==> src/rtl/usr_pkg.sv <==
// rtl/usr_pkg.sv - shared mode encodings for the universal shift register
package usr_pkg;

  localparam logic [1:0] MODE_HOLD = 2'b00;
  localparam logic [1:0] MODE_SHR  = 2'b01;
  localparam logic [1:0] MODE_SHL  = 2'b10;
  localparam logic [1:0] MODE_LOAD = 2'b11;

endpackage

==> src/rtl/usr_bit_cell.sv <==
// rtl/usr_bit_cell.sv - one register bit: 4:1 mode mux feeding a flop
module usr_bit_cell
  import usr_pkg::*;
(
  input  logic       clk,
  input  logic       rst,
  input  logic [1:0] mode,
  input  logic       shr_in,
  input  logic       shl_in,
  input  logic       par_in,
  output logic       q
);

  logic d;

  // Unknown or unlisted mode values fall to hold so state is never corrupted
  always_comb begin
    d = q;
    case (mode)
      MODE_HOLD: d = q;
      MODE_SHR:  d = shr_in;
      MODE_SHL:  d = shl_in;
      MODE_LOAD: d = par_in;
      default:   d = q;
    endcase
  end

  always_ff @(posedge clk or negedge rst) begin
    if (!rst) q <= 1'b0;
    else      q <= d;
  end

endmodule

==> src/rtl/universal_shift_reg.sv <==
// rtl/universal_shift_reg.sv - hold / shift right / shift left / load register
module universal_shift_reg
  import usr_pkg::*;
#(
  parameter int WIDTH = 4
) (
  input  logic             clk,
  input  logic             rst,
  input  logic [1:0]       MODE,
  input  logic [WIDTH-1:0] din,
  output logic [WIDTH-1:0] dout
);

  // Edge cells take serial-in from din; shifted-out bits are dropped, not rotated
  for (genvar i = 0; i < WIDTH; i++) begin : g_cell
    logic shr_src;
    logic shl_src;

    if (i == WIDTH - 1) begin : g_msb
      assign shr_src = din[WIDTH-1];
    end else begin : g_mid_r
      assign shr_src = dout[i+1];
    end

    if (i == 0) begin : g_lsb
      assign shl_src = din[0];
    end else begin : g_mid_l
      assign shl_src = dout[i-1];
    end

    usr_bit_cell u_cell (
      .clk    (clk),
      .rst    (rst),
      .mode   (MODE),
      .shr_in (shr_src),
      .shl_in (shl_src),
      .par_in (din[i]),
      .q      (dout[i])
    );
  end

endmodule

==> config.mk <==
export PLATFORM = sky130hd
export DESIGN_NAME = universal_shift_reg
export DESIGN_NICKNAME = d
export VERILOG_FILES = /design/src/rtl/usr_pkg.sv /design/src/rtl/usr_bit_cell.sv /design/src/rtl/universal_shift_reg.sv
export SDC_FILE = /design/constraint.sdc
export NUM_CORES = 1
export LEC_CHECK = 0
export ABC_AREA = 1
export CORE_AREA = 2 2 39 41
export CTS_CLUSTER_SIZE = 8
export DETAILED_ROUTE_END_ITERATION = 7
export DIE_AREA = 0 0 41 43
export RECOVER_POWER = 100
export SLEW_MARGIN = 10
export SYNTH_ARGS = -nofsm -noshare
export SYNTH_HDL_FRONTEND = slang
export SYNTH_SLANG_ARGS = --single-unit
export TNS_END_PERCENT = 20
==> constraint.sdc <==
create_clock -name clk -period 1.6 [get_ports clk]
set_clock_uncertainty 0.05 [all_clocks]
set_input_delay 0.16 -clock clk [delete_from_list [all_inputs] [get_ports clk]]
set_output_delay 0.16 -clock clk [all_outputs]
set_load 0.02 [all_outputs]
==> impl_metrics.csv <==
group,metric,value,unit
worst_hold_path,min_path_type,"primary input to async pin",
final_layout,layout_common_cells,"nand2_1 (11), nand3_1 (9), clkdlybuf4s50_1 (7), dfrtp_1 (4), dlygate4sd3_1 (4)",
die,ios,12,
pwr,switchingPower,0.09517,mW
final_layout,drive_gt1_frac,0.1163,
sta,setup_ws,0.1102,ns
final_layout,final_common_cell,"nand2_1",
synth,ys_seq_area_frac,0.3960,
outcome,status,"finished, final reports clean",
cts,post_cts_buffers,0,
global_route,grtUsageTotal,0.08543,
cts,clkLatencyLatePin,0.23,ns
die,start_util,0.1826,
synth,syn_inst,34,
route,drc_errors,0,
synth,postSynthNetCount,42,
cts,cts_hold_buf,0,
synth,syn_avg_cell_area,7.434,µm²
sta,fmax,671.3,MHz
cts,cts_tree,"yes",
worst_setup_path,worst_ep_required_time,1.39,ns
route,first_pass_iters,5,
die,dieArea,0.001763,mm²
final_layout,max_flop_register,"g_cell.u_cell.q",
die,core,0.001384,mm²
die,placementRows,14,
worst_setup_path,cp-startpoint,"g_cell[0].u_cell.q$_DFFE_PN0P_",
global_route,grt_pass1_vias,234,
cts,cts_resized,0,
sta,slew_headroom,0.8221,
final_layout,area_delta_synth_final,44.06,%
sta,setup_violations,0,
sta,slew_violations,0,
worst_setup_path,worstRegToRegCells,4,
worst_setup_path,cp.depth,1,
synth,synth_seq_cells,4,
worst_setup_path,endpoint_kind,"primary output",
cts,cts_max_level,1,
route,drt-total-wl,539,µm
route,drt-wirelength-per-cell,9.136,µm
placed_design,port_buffers,11,
sta,finalHoldViolations,0,
pwr,intPower,0.2425,mW
placed_design,gp_congestion,0.6724,
worst_setup_path,crit_arrival,1.28,ns
route,drtAntennaViolNets,0,
placed_design,dpl-instance-area,341.6,µm²
route,vias_per_cell,4.119,
sta,fin_crit_sh,0.9311,
route,num_vias,243,
final_layout,largest_reg_flops,4,
global_route,antenna_found_initial,0,
die,die_y,43,µm
worst_setup_path,r2r_start,"g_cell[1].u_cell.q$_DFFE_PN0P_",
pwr,peakVddDrop,0.2092,mV
synth,yosys_warnings,0,
global_route,grt_pass1_wl,959,µm
cts,path_clk_slew,0.04,ns
die,die_w,41,µm
worst_setup_path,critPathMaxStageDelay,0.68,ns
worst_setup_path,critPathLaunchType,"flip-flop",
job,maxCapViolCount,0,
worst_setup_path,crit_buf_inv,1,
worst_setup_path,critPathMaxFanout,3,
final_layout,fin_area,364.1,µm²
pwr,pwr-share-seq,0.376,
cts,cts_buffer_depth,2,
synth,ys_types,9,
cts,cts_num_sinks,4,
final_layout,antennaDiodeCount,0,
worst_setup_path,critical-path-top-delay-family,"buffers and inverters",
final_layout,nNetsFinal,53,
pwr,swShare,0.2818,
pwr,p_leak,0.1689,nW
sta,rsz0062_at_grt,"no",
pwr,pwr-share-clk,0.363,
global_route,grt_max_degree,9,
global_route,gr-total-overflow,0,
final_layout,reg_top3,"g_cell.u_cell.q (4)",
synth,synthesis.area,252.7,µm²
cts,cts_buffers,3,
sta,finalCriticalPeriod,1.490,ns
placed_design,pre_cts_slack,0.2561,ns
sta,worstMarginPinSlew,0.2659,ns
route,drtIter0Drc,3,
worst_setup_path,worst-setup-path-type,"flip-flop to primary output",
placed_design,hpwlAfterDp,449.8,µm
worst_setup_path,slowest_stage,"dlygate4sd3_1",
sta,tns,0,ns
worst_setup_path,crit_chain,"dlygate4sd3_1",
pwr,p_comb_frac,0.260,
pwr,powerDensity,927.4,mW/mm²
cts,root_buffer,"clkbuf_4",
## cell type report
cell class                 count  area [µm²]
clock buffer                   3       22.52
fill                         147        1020
inverter                       3       11.26
multi-input combinational     22       100.1
sequential                     4       100.1
tap                           16       20.02
timing repair buffer          11       110.1
## layer usage
| metal | global-route usage | wire length, µm | up-vias |
|---|---|---|---|
| li1 | - | - | 127 |
| met3 | 0.03141 | 26 | 0 |
| met5 | 0 | 0 | - |
| met2 | 0.1188 | 316 | 8 |
| met1 | 0.09355 | 197 | 108 |
| met4 | 0.08000 | 0 | 0 |
## path summary, 6_finish.rpt
check	end	slack (ns)
hold / removal	g_cell[1].u_cell.q$_DFFE_PN0P_	0.15
max in group asynchronous	g_cell[3].u_cell.q$_DFFE_PN0P_	1.19
setup / recovery	dout[0]	0.11
hold reg to reg	g_cell[0].u_cell.q$_DFFE_PN0P_	0.48
min in group clk	g_cell[0].u_cell.q$_DFFE_PN0P_	0.46
setup reg to reg	g_cell[2].u_cell.q$_DFFE_PN0P_	0.74
## cells in the mapped netlist
master,n,area (µm²)
inv_2,1,3.750
nor2_2,1,6.260
buf_4,4,30.03
o211ai_1,1,7.510
inv_1,2,7.510
nand2_1,11,41.29
dfrtp_1,4,100.1
buf_6,1,11.26
nand3_1,9,45.04
## kinds of logic after synthesis
group / count (synthesis) / synth area share
and+or+nand+nor: 21 / 0.3663
DFF: 4 / 0.3961
buffers and inverters: 8 / 0.2079
AOI/OAI and AO/OA: 1 / 0.02971
## power by group through the flow
stage	clock [mW]	combinational [mW]	sequential, mW
final	0.123	0.0879	0.127
after global routing	0.141	0.0972	0.129
after CTS	0.127	0.0923	0.127
after detailed placement	0	0.0918	0.128
after global placement	0	0.0912	0.128
after floorplan	0	0.0627	0.124
## per-stage QoR
step	cells	utilization	hold WS [ns]	total power, mW
4_1_cts	59	0.2631	0.07994	0.3463
2_1_floorplan	34	-	-0.1856	0.1867
5_1_grt	59	0.2631	0.1536	0.3681
3_3_place_gp	56	0.2468	0.3281	0.2193
3_5_place_dp	56	0.2468	0.3269	0.2202
6_report	59	0.2631	0.1453	0.3377
(Power assumes the default switching activity.)
